==> src/rtl/cpu_defs.sv <==
// Shared definitions for the multicycle CPU data path: store size encodings
// and the state encoding of the store unit.
package cpu_defs;

  localparam logic [1:0] SIZE_BYTE = 2'b00;
  localparam logic [1:0] SIZE_HALF = 2'b01;
  localparam logic [1:0] SIZE_WORD = 2'b10;
  localparam logic [1:0] SIZE_ILL  = 2'b11;

  typedef enum logic [1:0] {
    ST_IDLE = 2'b00,
    ST_REQ  = 2'b01,
    ST_DONE = 2'b10
  } store_state_e;

  function automatic logic [31:0] word_addr(input logic [31:0] byte_addr);
    return {byte_addr[31:2], 2'b00};
  endfunction

endpackage

==> src/rtl/store_align.sv <==
// Combinational lane steering for stores: replicates the source data across
// byte lanes, builds little-endian byte enables and flags misaligned requests.
module store_align
  import cpu_defs::*;
(
  input  logic [1:0]  addr_lo,
  input  logic [1:0]  size,
  input  logic [31:0] data,
  output logic [31:0] wdata,
  output logic [3:0]  be,
  output logic        misalign
);

  // Replicating the data lets the byte enables alone select the target lanes.
  always_comb begin
    wdata    = data;
    be       = 4'b0000;
    misalign = 1'b0;
    case (size)
      SIZE_BYTE: begin
        wdata = {4{data[7:0]}};
        be    = 4'b0001 << addr_lo;
      end
      SIZE_HALF: begin
        wdata    = {2{data[15:0]}};
        be       = 4'b0011 << {addr_lo[1], 1'b0};
        misalign = addr_lo[0];
      end
      SIZE_WORD: begin
        be       = 4'b1111;
        misalign = |addr_lo;
      end
      default: begin
        misalign = 1'b1;
      end
    endcase
  end

endmodule

==> src/rtl/mem_store_unit.sv <==
// Write-side data path for the data memory: aligns a store onto byte lanes
// and runs the req/ack write handshake, reporting done/error to control.
module mem_store_unit
  import cpu_defs::*;
#(
  parameter int TIMEOUT = 255
) (
  input  logic        clk,
  input  logic        reset,
  input  logic        st_start,
  input  logic [31:0] st_addr,
  input  logic [31:0] st_data,
  input  logic [1:0]  st_size,
  output logic        st_busy,
  output logic        st_done,
  output logic        st_err,
  output logic        mem_req,
  output logic        mem_we,
  output logic [31:0] mem_addr,
  output logic [31:0] mem_wdata,
  output logic [3:0]  mem_be,
  input  logic        mem_ack
);

  localparam logic [7:0] TIMEOUT_LAST = 8'(TIMEOUT - 1);

  store_state_e state;
  logic [7:0]   wait_cnt;
  logic [31:0]  al_wdata;
  logic [3:0]   al_be;
  logic         al_misalign;

  store_align u_align (
    .addr_lo  (st_addr[1:0]),
    .size     (st_size),
    .data     (st_data),
    .wdata    (al_wdata),
    .be       (al_be),
    .misalign (al_misalign)
  );

  assign mem_we = mem_req;

  // DONE behaves like IDLE for new requests so back-to-back stores lose no cycle.
  always_ff @(posedge clk) begin
    if (reset) begin
      state     <= ST_IDLE;
      wait_cnt  <= 8'd0;
      st_busy   <= 1'b0;
      st_done   <= 1'b0;
      st_err    <= 1'b0;
      mem_req   <= 1'b0;
      mem_addr  <= 32'd0;
      mem_wdata <= 32'd0;
      mem_be    <= 4'd0;
    end else begin
      st_done <= 1'b0;
      st_err  <= 1'b0;
      case (state)
        ST_IDLE, ST_DONE: begin
          if (st_start && al_misalign) begin
            state   <= ST_DONE;
            st_busy <= 1'b1;
            st_done <= 1'b1;
            st_err  <= 1'b1;
          end else if (st_start) begin
            state     <= ST_REQ;
            st_busy   <= 1'b1;
            mem_req   <= 1'b1;
            mem_addr  <= word_addr(st_addr);
            mem_wdata <= al_wdata;
            mem_be    <= al_be;
            wait_cnt  <= 8'd0;
          end else begin
            state   <= ST_IDLE;
            st_busy <= 1'b0;
          end
        end
        ST_REQ: begin
          // An ack on the timeout edge still counts as a successful write.
          if (mem_ack) begin
            state   <= ST_DONE;
            mem_req <= 1'b0;
            st_done <= 1'b1;
          end else if (wait_cnt == TIMEOUT_LAST) begin
            state   <= ST_DONE;
            mem_req <= 1'b0;
            st_done <= 1'b1;
            st_err  <= 1'b1;
          end else begin
            wait_cnt <= wait_cnt + 8'd1;
          end
        end
        default: begin
          state   <= ST_IDLE;
          st_busy <= 1'b0;
          mem_req <= 1'b0;
        end
      endcase
    end
  end

endmodule

==> config.mk <==
export PLATFORM = sky130hd
export DESIGN_NAME = mem_store_unit
export DESIGN_NICKNAME = d
export VERILOG_FILES = /design/src/rtl/cpu_defs.sv /design/src/rtl/store_align.sv /design/src/rtl/mem_store_unit.sv
export SDC_FILE = /design/constraint.sdc
export NUM_CORES = 1
export LEC_CHECK = 0
export CORE_ASPECT_RATIO = 0.5
export CORE_MARGIN = 1
export CORE_UTILIZATION = 46
export DETAILED_ROUTE_END_ITERATION = 12
export GPL_TIMING_DRIVEN = 0
export PLACE_DENSITY = 0.9
export SLEW_MARGIN = 10
export SYNTH_ARGS = -nofsm -noshare
export SYNTH_HDL_FRONTEND = slang
export SYNTH_SLANG_ARGS = --single-unit
==> constraint.sdc <==
create_clock -name clk -period 2.6 [get_ports clk]
set_input_delay 0.39 -clock clk [delete_from_list [all_inputs] [get_ports clk]]
set_output_delay 0.39 -clock clk [all_outputs]
set_load 0.02 [all_outputs]
==> impl_metrics.yaml <==
layout:
  diodes: 0
  finish.instance_area_um2: 5210
  share_of_final_layout_standard_cells_stronger_than_drive_strength_1_pct: 7.45
  area_growth_syn_to_layout_pct: 54.6
  final_nets: 644
clock_network:
  cts_tree: "built"
  clock_insertion_delay_worst_skew_ns: 0.34
  cts.sink_count: 80
  ctsHoldBuffers: 0
  ctsLongestPathBuffers: 2
  cts_resized: 0
  cts.repair_timing.setup_buffer_count: 0
  ctsHtreeMaxLevel: 3
  cts_buffer_count: 9
  clockRootBuffer: "clkbuf_16"
  worst_setup_hold_path_clk_slew_ns: 0.06
drt:
  final_ant_viol_nets: 0
  drt_pass1_iterations: 5
  drc: 0
  via_count: 3674
  finalWirelength_um: 11100
  post_drt_via_cell_ratio: 5.49
  number_of_violations_reported_at_the_end_of_detailed_routing_iteration_0: 283
  avg_wl_per_cell_um: 16.6
floorplan:
  die_x_um: 123
  die_h_um: 62.5
  die-area_um2: 7690
  std_cell_rows: 21
  start_util_pct: 48.9
  design.portCount: 143
  core_area_um2: 6880
synthesis:
  edff_count_synth: 0
  async_reset_ff_share_pct: 0
  synth.top_cells.by_area: "dfxtp_1, nand2_1, a21oi_1"
  yosys.area.top_type: "dfxtp_1"
  synth_cell_types: 37
  register_area_share_after_synthesis_pct: 47.5
  yosysTopAreaCellShare_pct: 47.5
  post_synth_instance_area_um2: 3370
  synthesized_area_per_cell_um2: 8.02
  ys_dominant_reg_cell: "dfxtp_1"
  yosys_reg_bits: 80
  post_synth_most_frequent_cells: "nand2_1, dfxtp_1, a21oi_1, nor2_1, o21ai_0"
  synth.most_common_cell: "nand2_1"
  synthesis.instances: 420
  number_of_warnings_reported_in_the_yosys_synthesis_log: 0
timing:
  finalClockSkew_ns: 0.00909
  rsz_0062_raised_after_global_routing: "false"
  slew-limit-headroom_pct: 61.4
  worst_pin_slew_ns: 0.579
  final_max_slew_violation_count: 0
  share_of_the_clock_period_used_by_the_worst_path_pct: 76.3
  timing.fmax_mhz: 504
  report.final.setup_viol: 0
  timing.final.crit_period_ns: 1.98
  totalNegativeSetupSlack_ns: 0
  final_hold_viol_count: 0
global_routing:
  grt_antenna_before_repair: 0
  first_global_vias: 3644
  grt.overflow.total: 0
  grt_use_total_pct: 30.3
  grt_max_degree: 13
  grt_pass1_wl_um: 17600
placed_design:
  dpl_cell_area_um2: 4890
  buffers_on_ports: 140
  globalplace.congestion: 0.873
  hpwl_um: 7690
worst_setup_path:
  cp.arrival_ns: 2.24
  critical_path.max_fanout: 10
  cp-end-kind: "flop"
  worst-setup-path-type: "input port to flop"
  crit_path_top_delay_cell: "clkdlybuf4s50_1"
  data_required_time_of_the_critical_path_ns: 2.86
  worst_path_largest_cell_delay_ns: 0.48
  cp_startpoint_kind: "input port"
  reg2regPathDepth: 6
  critical_path_cell_list: "clkdlybuf4s50_1, a21oi_1, o21a_1, buf_2, buf_2, nand2_1, a21oi_1"
min_path:
  min_path_cells: 2
  timing.hold.worst.class: "flop to flop"
power:
  pwr_density_cell_nw_per_um2: 626
  power.leakage_nw: 1.93
  vdd_drop_max_v: 0.000459
run_status:
  status: "complete, no violations"
job:
  max-cap-violations: 0
worst max-delay path: cells and delay by family:
family	cells	cell delay, ns
AOI/OAI and AO/OA	3	0.71
buffers and inverters	3	1.03
and+or+nand+nor	1	0.11
cell usage in the layout, fill, tap and decap left out, types with 3 or more instances in the layout:
cell type / synthesis / routed
a211oi_1: 9 / 9
a21oi_1: 64 / 64
a311oi_1: 11 / 11
buf_2: 13 / 13
buf_4: 7 / 7
clkbuf_1: 12 / 13
clkbuf_16: 0 / 9
clkbuf_8: 0 / 4
clkdlybuf4s50_1: 0 / 140
dfxtp_1: 80 / 80
inv_1: 4 / 4
mux2i_1: 16 / 16
nand2_1: 119 / 119
nand2b_1: 3 / 3
nand3_1: 10 / 10
nor2_1: 23 / 23
o211ai_1: 3 / 3
o21ai_0: 18 / 18
sequential cells by signal, indices dropped and copies added, names as in the netlist:
| name | count |
|---|---|
| mem_wdata | 32 |
| mem_addr | 30 |
| wait_cnt | 8 |
| mem_be | 4 |
| state | 2 |
| mem_req | 1 |
| st_busy | 1 |
| st_done | 1 |
| st_err | 1 |
per-layer routing:
layer	vias up	routed length [um]	global-route usage [%]
li1	1740	-	-
met1	1731	4540	34.3
met2	174	5470	52.5
met3	29	780	9.03
met4	0	313	13.9
met5	-	0	0
power by group:
group / total [mW] / internal, mW / switching, mW
Clock: 1.33 / 0.847 / 0.484
Combinational: 0.599 / 0.288 / 0.311
Sequential: 1.33 / 1.29 / 0.0375
metrics by stage:
stage,util (%),hold slack [ns],setup slack (ns),total power [mW],std cells
after global placement,71.0,0.441,0.451,1.93,653
after detailed placement,71.0,0.445,0.386,1.94,653
final,75.7,0.453,0.616,3.26,669
after CTS,75.7,0.453,0.672,3.26,669
after floorplan,-,0.469,1.17,1.63,421
after global routing,75.7,0.474,0.540,3.38,669
cell families after synthesis:
kind of cell,share of synthesized area (%)
AND/OR/NAND/NOR,21.2
multiplexers,4.75
buffers and inverters,5.38
other,0.111
flip-flops,47.5
adder cells (fa/ha/maj),0.743
AO/OA/AOI/OAI,20.3
path summary, 6_finish.rpt:
check,start,endpoint,slack [ns]
min reg2reg,mem_wdata[24],mem_wdata[24],0.45
min,mem_wdata[24],mem_wdata[24],0.45
max,st_addr[0],mem_wdata[26],0.62
max reg2reg,state[0],mem_wdata[26],0.81
final cells by class:
class                      count  area, um2
buffer                        33        166
multi-input combinational    304       1590
clock buffer                  14        284
inverter                       4       15.0
sequential                    80       1600
fill                         490       1680
clock inverter                 2       35.0
timing repair buffer         140       1400
tap                           92        115
(Power assumes the default switching activity.)
